`src/rtl/uart_tx_scheduler.sv`:
```
`default_nettype none
// ============================================================================
// uart_tx_scheduler : FIFO-buffered, one-frame-at-a-time launcher for Tx_Top
// Revision: 1.0
// ============================================================================
module uart_tx_scheduler #(
  parameter int DATA_WIDTH = 8,
  parameter int FIFO_DEPTH = 4
) (
  input  logic                          UCLK,
  input  logic                          reset,
  input  logic                          wr_en,
  input  logic [DATA_WIDTH-1:0]         wr_data,
  input  logic                          flush,
  input  logic                          parity_en_cfg,
  input  logic                          tx_busy,
  output logic                          tx_data_valid,
  output logic [DATA_WIDTH-1:0]         tx_parallel_data,
  output logic                          tx_parity_en,
  output logic                          fifo_full,
  output logic                          fifo_empty,
  output logic [$clog2(FIFO_DEPTH):0]   fifo_level,
  output logic                          overflow,
  output logic                          tx_done
);

  localparam int PTR_W = $clog2(FIFO_DEPTH);
  localparam int LVL_W = PTR_W + 1;
  localparam logic [LVL_W-1:0] C_DEPTH = LVL_W'(FIFO_DEPTH);
  localparam logic [LVL_W-1:0] C_ZERO  = '0;

  localparam logic [1:0] S_IDLE      = 2'd0;
  localparam logic [1:0] S_LAUNCH    = 2'd1;
  localparam logic [1:0] S_WAIT_BUSY = 2'd2;
  localparam logic [1:0] S_WAIT_DONE = 2'd3;

  logic [DATA_WIDTH-1:0] r_mem [FIFO_DEPTH];
  logic [PTR_W-1:0]      r_rd_ptr;
  logic [PTR_W-1:0]      r_wr_ptr;
  logic [LVL_W-1:0]      r_level;
  logic                  r_full;
  logic                  r_empty;
  logic [1:0]            r_state;
  logic                  r_valid;
  logic                  r_done;
  logic                  r_overflow;
  logic [DATA_WIDTH-1:0] r_data;
  logic                  r_parity_en;

  logic                  w_wr_accept;
  logic                  w_pop;
  logic [LVL_W-1:0]      w_level_next;
  logic [1:0]            w_state_next;

  // Write acceptance looks only at the registered full flag, so a pop in the
  // same cycle cannot rescue a write aimed at a full FIFO.
  assign w_wr_accept = wr_en & ~r_full & ~flush;
  assign w_pop       = (r_state == S_IDLE) & ~r_empty & ~tx_busy & ~flush;

  always_comb begin
    w_level_next = r_level;
    if (flush) begin
      w_level_next = C_ZERO;
    end else if (w_wr_accept && !w_pop) begin
      w_level_next = r_level + LVL_W'(1);
    end else if (w_pop && !w_wr_accept) begin
      w_level_next = r_level - LVL_W'(1);
    end
  end

  always_comb begin
    w_state_next = r_state;
    case (r_state)
      S_IDLE:      if (w_pop)    w_state_next = S_LAUNCH;
      S_LAUNCH:                  w_state_next = S_WAIT_BUSY;
      S_WAIT_BUSY: if (tx_busy)  w_state_next = S_WAIT_DONE;
      S_WAIT_DONE: if (!tx_busy) w_state_next = S_IDLE;
      default:                   w_state_next = S_IDLE;
    endcase
  end

  // Storage carries no reset; validity is tracked by the pointers and level.
  always_ff @(posedge UCLK) begin
    if (w_wr_accept) begin
      r_mem[r_wr_ptr] <= wr_data;
    end
  end

  always_ff @(posedge UCLK or negedge reset) begin
    if (!reset) begin
      r_rd_ptr <= '0;
      r_wr_ptr <= '0;
      r_level  <= '0;
      r_full   <= 1'b0;
      r_empty  <= 1'b1;
    end else begin
      r_level <= w_level_next;
      r_full  <= (w_level_next == C_DEPTH);
      r_empty <= (w_level_next == C_ZERO);
      if (flush) begin
        r_rd_ptr <= '0;
        r_wr_ptr <= '0;
      end else begin
        if (w_wr_accept) r_wr_ptr <= r_wr_ptr + PTR_W'(1);
        if (w_pop)       r_rd_ptr <= r_rd_ptr + PTR_W'(1);
      end
    end
  end

  always_ff @(posedge UCLK or negedge reset) begin
    if (!reset) begin
      r_state     <= S_IDLE;
      r_valid     <= 1'b0;
      r_done      <= 1'b0;
      r_overflow  <= 1'b0;
      r_data      <= '0;
      r_parity_en <= 1'b0;
    end else begin
      r_state    <= w_state_next;
      r_valid    <= (r_state == S_LAUNCH);
      r_done     <= (r_state == S_WAIT_DONE) & ~tx_busy;
      r_overflow <= wr_en & r_full;
      // Data and parity setting are frozen from one pop to the next.
      if (w_pop) begin
        r_data      <= r_mem[r_rd_ptr];
        r_parity_en <= parity_en_cfg;
      end
    end
  end

  assign tx_data_valid    = r_valid;
  assign tx_parallel_data = r_data;
  assign tx_parity_en     = r_parity_en;
  assign fifo_full        = r_full;
  assign fifo_empty       = r_empty;
  assign fifo_level       = r_level;
  assign overflow         = r_overflow;
  assign tx_done          = r_done;

endmodule
`default_nettype wire

```
`config.mk`:
```
export PLATFORM = sky130hd
export DESIGN_NAME = uart_tx_scheduler
export DESIGN_NICKNAME = d
export VERILOG_FILES = /design/src/rtl/uart_tx_scheduler.sv
export SDC_FILE = /design/constraint.sdc
export NUM_CORES = 1
export LEC_CHECK = 0
export BUFFER_PORTS_ARGS = -buffer_cell sky130_fd_sc_hd__buf_2
export CORE_ASPECT_RATIO = 1.4
export CORE_MARGIN = 2
export CORE_UTILIZATION = 30
export CTS_CLUSTER_SIZE = 20
export DETAILED_ROUTE_END_ITERATION = 7
export MAX_ROUTING_LAYER = met4
export SKIP_CTS_REPAIR_TIMING = 1
export SYNTH_ARGS = -nofsm -noshare
export SYNTH_HDL_FRONTEND = slang
export SYNTH_SLANG_ARGS = --single-unit
export TNS_END_PERCENT = 50
```
`constraint.sdc`:
```
create_clock -name UCLK -period 3.9 [get_ports UCLK]
set_input_delay 0.39 -clock UCLK [delete_from_list [all_inputs] [get_ports UCLK]]
set_output_delay 0.39 -clock UCLK [all_outputs]
set_load 0.02 [all_outputs]
```
==> results.md, run 1 <==
* Wirelength, routed at 3820 µm
* WS Path Type: register to register
* Yosys warning total at 0
* DR vias at 1204
* Max Fclk at slightly below 0.5 GHz
* Clk_skew at about 0.0073 ns
* Leakage power at between 1 and 1.5 nW
* Multi-input logic area at around 730 µm²
* Layout cells sized above 1 at a little over a third
* Final instance area at ~2700 µm²
* RSZ-0062 raised after global routing: false
* Detailed Routing Iterations Pass 1 at 3
* Final worst-path cycle share at between 50% and 60%
* Placer congestion estimate at around 0.76
* Rows at 38
* Input/output buffers at 30
* VDD IR-drop max at ~0.22 mV
* Final hold vios at 0
* Die area at around 8500 µm²
* H-Tree Depth at 2
* Vias in the first global route at ~1200
* Post-Syn Nets at around 170
* Crit path max fanout at 10
* Antenna violations before repair at 0
* Worst Path Buf+Inv at 1
* Max-cap violations at 0
* Most common flop cell mapped by yosys: edfxtp_1
* Largest net degree at the start of global routing at 24
* Crit-path slowest cell: dfrtp_1
* Power Total at 1.60 mW
* Initial DRC count at 70
* Post-synth ARST share at 41.8%
* Hpwl dp at 2660 µm
* Placed inst area at between 2000 and 3000 µm²
* CP startpoint kind: register
* Antenna diodes at 0
* EDFF count, synth at 32
* Total CTS buffers at 5
* Slew Viols, Final at 0
* CTS tree: yes
* Die H at 108 µm
* Maximum clock path buffer count at 2
* Clk pin slew, worst setup/hold paths at 0.10 ns
* #FFs+latches synth at 55
* Layout fillers at between 700 and 800
* Vias per std cell at 4.41
* Crit path required time at 4.10 ns
* Cell chain of the critical path: inv_1 > ha_1 > nor3b_4 > and2b_2 > o21ai_2 > mux2_2
* Crit end category: register
* HP Class: primary input to async pin
* Crit-path max cell delay at between 0.4 and 0.5 ns
* Final min period at between 2 and 2.5 ns
* Util after Layout at a little over a third
* Setup TNS at 0 ns
* # clock sinks at 55
* # setup viols final at 0
* Post-Synthesis Cells at 140
* Cell area after synthesis at 2330 µm²
* Die width at 78.5 µm
* Initial core utilization at a little under a third
* Clock root buffer: clkbuf_8
* Antenna-violating nets left at 0
* Status: completed
* FF/Latch Area at roughly 1500 µm²
* CP top delay family: simple AND/OR/NAND/NOR gates
* First-pass GRT wire length at 6110 µm
* Placeable Area at about 7700 µm²
* Slew margin rel. at between 50% and 60%
* Crit path arrival time at roughly 2.2 ns
* NumNets Final at roughly 200
* Seq/Total Area, Yosys at 66.0%
* R2R Path Start: r_state[1]
* Pwr/cell area at 597 nW/µm²
* CP Launch Point: r_state[1]
* Syn Area/Cell at about 17 µm²
* Avg WL per Cell at about 14 µm
* Synth cell types at 32
* Layout area overhead at 15.4%
* Remaining DRCs at 0
* GRT Total Usage at 10.0%
* Slew @ Worst Pin at between 0.6 and 0.7 ns
* Clk_lat worst skew at around 0.31 ns
* Grt total ovfl at 0
* I/O Pins at 31
registers in the layout (all words and copies together) (netlist names):
signal	cells
fifo_full	1
tx_done	1
tx_data_valid	1
r_state	2
r_wr_ptr	2
fifo_level	3
r_rd_ptr	2
fifo_empty	1
r_mem	32
tx_parallel_data	8
overflow	1
tx_parity_en	1
where the power goes:
part / leakage [nW] / total [mW] / switching (mW) / internal (mW)
logic: 0.443 / 0.436 / 0.238 / 0.198
clock network: 0.0562 / 0.375 / 0.184 / 0.192
registers: 0.586 / 0.793 / 0.0738 / 0.719
metrics by stage:
step                std cells  hold slack [ns]  setup WS, ns
floorplan                 140           0.0944          2.09
global placement          265            0.412          1.91
detailed placement        265            0.416          1.84
CTS                       273           0.0653          1.83
global route              273           0.0821          1.71
finish                    273           0.0430          1.86
kinds of logic (layout without fill, tap and decap cells):
logic type      count (synthesis)  count (layout)  synth area share [%]
compound gates                  8               8                  2.31
buf+inv                        13              46                  2.52
flops                          55              55                  66.0
xor+xnor                        5               5                  1.88
fa+ha+maj                      11              11                  5.90
simple gates                   26              26                  7.09
mux                            22              22                  14.3
layout make-up:
type | count | share of cell area, %
Timing Repair Buffer | 30 | 5.58
Multi-Input combinational cell | 72 | 27.3
Clock inverter | 3 | 1.58
Clock buffer | 5 | 2.56
Tap cell | 100 | 4.65
Sequential cell | 55 | 57.2
Inverter | 8 | 1.12
worst paths after layout:
check                                 endpoint  slack, ns  cells past startpoint
min in group UCLK                  r_mem[2][6]       0.29                      1
min                        tx_parallel_data[4]       0.04                      1
max                                 r_state[1]       1.86                      6
max reg2reg                         r_state[1]       1.86                      6
max in group asynchronous           fifo_empty       3.49                      1
min reg2reg                tx_parallel_data[1]       0.51                      1
synth_stat cells (2+ instances only):
cell / number / area share [%]
mux2i_1: 3 / 1.3
inv_1: 8 / 1.3
nor2_1: 8 / 1.3
dfrtp_1: 22 / 24
clkbuf_1: 2 / 0.32
nand2_1: 2 / 0.32
mux4_2: 8 / 7.7
edfxtp_1: 32 / 41
buf_2: 2 / 0.43
xnor2_1: 4 / 1.5
o21ai_0: 2 / 0.43
ha_1: 11 / 5.9
and2_1: 5 / 1.3
a21oi_1: 2 / 0.43
and2b_2: 2 / 0.75
mux2_2: 11 / 5.3
layer usage:
metal	vias up	wire, µm	GRT usage (%)
li1	572	-	-
met1	609	1510	10.5
met2	17	2120	17.8
met3	6	95	2.00
met4	0	90	4.89
met5	-	0	-
placed cells by master, fill, tap and decap left out, drive strengths merged, types with 4 or more instances in the layout:
master  count
and2        5
buf        30
clkbuf      5
dfrtp      22
edfxtp     32
ha         11
inv         9
mux2       11
mux4        8
nor2        8
xnor2       4
No activity file was read; power rests on OpenSTA's default activity.
==> inputs of run 2 (changes only) <==
--- a/config.mk
+++ b/config.mk
@@ -5,6 +5,7 @@
 export SDC_FILE = /design/constraint.sdc
 export NUM_CORES = 1
 export LEC_CHECK = 0
+export ABC_AREA = 1
 export BUFFER_PORTS_ARGS = -buffer_cell sky130_fd_sc_hd__buf_2
 export CORE_ASPECT_RATIO = 1.4
 export CORE_MARGIN = 2
==> constraint.sdc (replaced) <==
create_clock -name UCLK -period 1.6 [get_ports UCLK]
set_input_delay 0.16 -clock UCLK [delete_from_list [all_inputs] [get_ports UCLK]]
set_output_delay 0.16 -clock UCLK [all_outputs]
set_load 0.02 [all_outputs]
==> results.md, run 2 <==
* Status: completed
* Grt total ovfl at 0
* Vias per std cell at 4.51
* Max FFs per register at 32
* RSZ-0062 raised after global routing: false
* Reg2reg end: fifo_full
* Slew margin rel. at around 65%
* Slew Viols, Final at 0
* Worst setup endpoint: fifo_full
* #FFs+latches synth at 55
* Die width at a little under 80 µm
* Antenna violations before repair at 0
* CP startpoint kind: register
* Final worst-path cycle share at approximately 92%
* First-pass GRT wire length at roughly 8000 µm
* Post-Syn Nets at roughly 240
* Crit path arrival time at ~1.7 ns
* Commonest non-fill, non-tap cells in the layout: 37 x nand2_1, 32 x edfxtp_1, 30 x buf_2
* Crit end category: register
* Max Fclk at just under 0.7 GHz
* Input/output buffers at 30
* Post-synth ARST share at 41.8%
* DR vias at between 1500 and 2000
* Syn Area/Cell at approximately 11 µm²
* Final min period at between 1 and 1.5 ns
* NumNets Final at between 200 and 300
* VDD IR-drop max at roughly 0.54 mV
* Die H at about 110 µm
* Clk_skew at between 0.006 and 0.007 ns
* Hold_sp: tx_busy
* Leading area contributor after synthesis: edfxtp_1
* Clk_lat worst skew at 0.31 ns
* R2R Path Start: r_state[0]
* Top-count cell post-synth: nand2_1
* Layout cells sized above 1 at a little under a quarter
* Cell area after synthesis at around 2400 µm²
* Placeable Area at a little under 8000 µm²
* CP Launch Point: r_state[0]
* Cells on worst reg2reg path at 10
* Top reg by flops: r_mem
* Clk pin slew, worst setup/hold paths at 0.10 ns
* Antenna-violating nets left at 0
* Detailed Routing Iterations Pass 1 at 4
* Max-cap violations at 0
* Avg WL per Cell at 13.1 µm
* Area contributors post-synth: edfxtp_1 40%, dfrtp_1 23%, o21ai_0 6.1%, nand2_1 5.8%, ha_1 5.8%
* Seq/Total Area, Yosys at 64.5%
* Largest net degree at the start of global routing at 24
* Remaining DRCs at 0
* Setup TNS at 0 ns
* Total CTS buffers at 5
* GRT Total Usage at 12.5%
* Slew @ Worst Pin at approximately 0.53 ns
* Clock root buffer: clkbuf_8
* PnR worst setup slack at 0.123 ns
* Wirelength, routed at 4740 µm
* Cell chain of the critical path: inv_2 > ha_2 > nand2_1 > nor2_4 > nand2_2 > nand2_1 > nand2_1 > nand3_2 > nand2_1 > nor2_1
* Placer congestion estimate at approximately 0.81
* Most common cell after layout, fill and taps aside: nand2_1
* Hpwl dp at 3470 µm
* Placed inst area at about 2700 µm²
* Crit path required time at 1.85 ns
* Leakage power at roughly 1.3 nW
* Most common flop cell mapped by yosys: edfxtp_1
* Rows at 38
* Hold_ws at around 0.035 ns
* Layout area overhead at 19.7%
* Antenna diodes at 0
* Yosys warning total at 0
* Crit path max fanout at 4
* HP Class: primary input to register
* Die area at roughly 8700 µm²
* H-Tree Depth at 2
* Synth top area share at 40.3%
* I/O Pins at 31
* Placement Setup Slack at a little over 0.08 ns
* R2r setup slk at between 0.1 and 0.15 ns
* CTS tree: yes
* Crit-path max cell delay at 0.43 ns
* Most used cell along the critical path: nand2_1
* Util after Layout at 36.8%
* # clock sinks at 55
* Final instance area at around 2900 µm²
* Pwr/cell area at between 1000 and 1500 nW/µm²
* Initial core utilization at 30.8%
* Initial DRC count at roughly 140
* EDFF count, synth at 32
* Maximum clock path buffer count at 2
* WS Path Type: register to register
* Final hold vios at 0
* Post-Synthesis Cells at about 220
* Crit-path slowest cell: dfrtp_1
* Synth top cells by count: 37 x nand2_1, 32 x edfxtp_1, 29 x o21ai_0
* Vias in the first global route at roughly 1600
* Synth cell types at 22
* # setup viols final at 0
-- run 2: final cells by class --
cell class,count,area (µm²)
fillers,778,4900
inverters,25,93.8
clock inverters,2,60.1
well taps,100,125
flip-flops and latches,55,1540
repair buffers,41,235
multi-input cells,133,728
clock buffers,6,72.6
-- run 2: metal layers --
layer / up-vias / part of all wire (%) / global-route usage [%]
met5: - / 0 / -
met4: 0 / 2.2 / 6.16
met3: 5 / 4.7 / 2.96
met2: 44 / 53 / 21.3
met1: 768 / 40 / 13.6
li1: 816 / - / -
-- run 2: critical path, delay by kind of cell (launching register included) --
kind,cells,cell delay (ns)
and+or+nand+nor,8,0.68
DFF,1,0.43
buffers and inverters,1,0.09
adders and majority gates,1,0.19
-- run 2: how the worst min path moves through the flow --
stage	to	slack, ns	cells after the start
4_1_cts	r_wr_ptr[1]	-0.17	1
6_report	tx_done	0.04	2
3_3_place_gp	tx_parallel_data[0]	0.17	1
3_5_place_dp	tx_parallel_data[0]	0.17	1
2_1_floorplan	fifo_full	-0.14	0
5_1_grt	tx_done	0.04	2
-- run 2: logic make-up after synthesis --
logic type      count (synthesis)  synth area share, %
xor+xnor                        1                0.368
fa+ha+maj                      11                 5.77
mux                             1                0.630
compound gates                 44                 10.3
buf+inv                        30                 5.25
flops                          55                 64.5
simple gates                   76                 13.2
-- run 2: through the flow --
step                      cells  power [mW]
after floorplan             218        2.54
after global placement      352        2.87
after detailed placement    352        2.91
after CTS                   360        3.97
after global routing        362        4.22
final                       362        3.96
-- run 2: report_power, final --
group / switching (mW) / internal, mW / leakage, nW
registers: 0.122 / 1.72 / 0.586
clock network: 0.439 / 0.625 / 0.0654
logic: 0.669 / 0.378 / 0.615
total: 1.23 / 2.73 / 1.27
==> inputs of run 3 (changes only) <==
--- a/config.mk
+++ b/config.mk
@@ -7,7 +7,7 @@
 export LEC_CHECK = 0
 export ABC_AREA = 1
 export BUFFER_PORTS_ARGS = -buffer_cell sky130_fd_sc_hd__buf_2
-export CORE_ASPECT_RATIO = 1.4
+export CORE_ASPECT_RATIO = 0.6
 export CORE_MARGIN = 2
 export CORE_UTILIZATION = 30
 export CTS_CLUSTER_SIZE = 20
==> results.md, run 3 (same netlist as run 2, synthesis figures left out) <==
* Layout fillers at between 700 and 800
* Initial DRC count at between 150 and 200
* # setup viols final at 0
* CP Launch Point: r_state[1]
* Input/output buffers at 30
* Hold_sp: tx_busy
* Avg WL per Cell at between 10 and 15 µm
* Final hold vios at 0
* Slew Viols, Final at 0
* Clk_skew at roughly 0.0047 ns
* Placer congestion estimate at roughly 0.8
* Detailed Routing Iterations Pass 1 at 4
* Placeable Area at approximately 8000 µm²
* Post-route insts no fill at ~370
* Status: completed
* Die area at around 8700 µm²
* Antenna diodes at 0
* Maximum clock path buffer count at 2
* # clock sinks at 55
* Slew @ Worst Pin at between 0.5 and 0.6 ns
* Clk pin slew, worst setup/hold paths at around 0.070 ns
* WS Path Type: register to register
* Remaining DRCs at 0
* H-Tree Depth at 2
* HP Class: primary input to register
* CTS tree: yes
* Hpwl dp at around 3500 µm
* Reg2reg end: fifo_empty
* Pwr/cell area at between 1000 and 1500 nW/µm²
* Most common cell after layout, fill and taps aside: nand2_1
* Clk_lat worst skew at slightly below 0.3 ns
* Crit path arrival time at between 1.5 and 2 ns
* Crit end category: register
* Placement Setup Slack at between 0.04 and 0.05 ns
* NumNets Final at slightly below 300
* FF/Latch Area at 1540 µm²
* Crit path max fanout at 4
* Vias per std cell at between 4 and 5
* Die width at around 120 µm
* Rows at 25
* VDD IR-drop max at 0.557 mV
* Hold path cells at 2
* Die H at around 73 µm
* Layout area overhead at 22.0%
* CP startpoint kind: register
* Antenna-violating nets left at 0
* Final worst-path cycle share at 93.4%
* Antenna violations before repair at 0
* Layout cells sized above 1 at about a quarter
* Max-cap violations at 0
* Final instance area at around 2900 µm²
* R2R Path Start: r_state[1]
* Vias in the first global route at approximately 1600
* Leakage power at 1.29 nW
* Clock root buffer: clkbuf_16
* Grt total ovfl at 0
* Crit path required time at about 1.8 ns
* PnR worst setup slack at approximately 0.10 ns
* Commonest non-fill, non-tap cells in the layout: 37 x nand2_1, 32 x edfxtp_1, 30 x buf_2
* R2r setup slk at between 0.1 and 0.15 ns
* Hold worst-path end: tx_done
* Max Fclk at 0.669 GHz
* Total CTS buffers at 5
* Max FFs per register at 32
* Cells on worst reg2reg path at 9
* Largest net degree at the start of global routing at 24
* Multi-input logic area at between 700 and 800 µm²
* Power Total at 4.03 mW
* Top reg by flops: r_mem
* First-pass GRT wire length at ~8000 µm
* Slew margin rel. at between 60% and 70%
* Wirelength, routed at 4880 µm
* GRT Total Usage at 12.6%
* Final min period at 1.50 ns
* Cells after DPL at ~360
* I/O Pins at 31
* Initial core utilization at 30.6%
* DR vias at 1644
* Placed inst area at 2710 µm²
==> run 3: cell count changes in the layout (fill, tap and decap cells not counted) <==
cell	delta
buf_4	+3
bufinv_16	-2
clkbuf_16	+5
clkbuf_8	-5
clkinv_4	+2
ha_2	-1
ha_4	+1
o21ai_0	-1
o21ai_1	+1
==> run 3: cell type report <==
cell class / instances / area share [%]
Sequential cell: 55 / 52.9
Multi-Input combinational cell: 133 / 25.4
Timing Repair Buffer: 44 / 8.86
Tap cell: 108 / 4.65
Clock buffer: 6 / 4.43
Inverter: 25 / 3.23
Clock inverter: 2 / 0.602
==> run 3: stage by stage <==
stage | utilization, % | hold slack, ns | setup TNS [ns]
after global routing | 37.3 | 0.0640 | -0.00551
after floorplan | - | -0.136 | 0
after detailed placement | 34.8 | 0.177 | 0
after CTS | 36.7 | -0.136 | 0
after global placement | 34.8 | 0.177 | 0
final | 37.3 | 0.0526 | 0
==> run 3: routing by layer <==
metal  GRT usage, %  part of all wire [%]  vias to the layer above
li1               -                     -                      823
met3           3.28                   3.4                        5
met5              -                     0                        -
met2           16.5                    41                       24
met4           3.70                  0.82                        0
met1           18.8                    54                      792
==> run 3: where the power goes <==
group,internal [mW],switching (mW)
registers,1.73,0.124
clock network,0.587,0.476
logic,0.425,0.698
total,2.74,1.30
==> run 3: worst max path at each step <==
stage,end,slack [ns],depth (start not counted)
floorplan,r_mem[0][0],0.12,3
global placement,fifo_empty,0.12,9
finish,fifo_empty,0.10,9
CTS,fifo_full,0.03,9
detailed placement,fifo_full,0.04,9
global route,fifo_full,-0.006,10
==> run 3: critical path: stages (launching register included) <==
cell and delay, ns:
dfrtp_1 0.40, inv_1 0.14, ha_4 0.16, nand2_1 0.08
nor2_4 0.16, nand2_2 0.09, nand2_1 0.07, nand2_1 0.08
a21oi_2 0.17, nor2_1 0.07
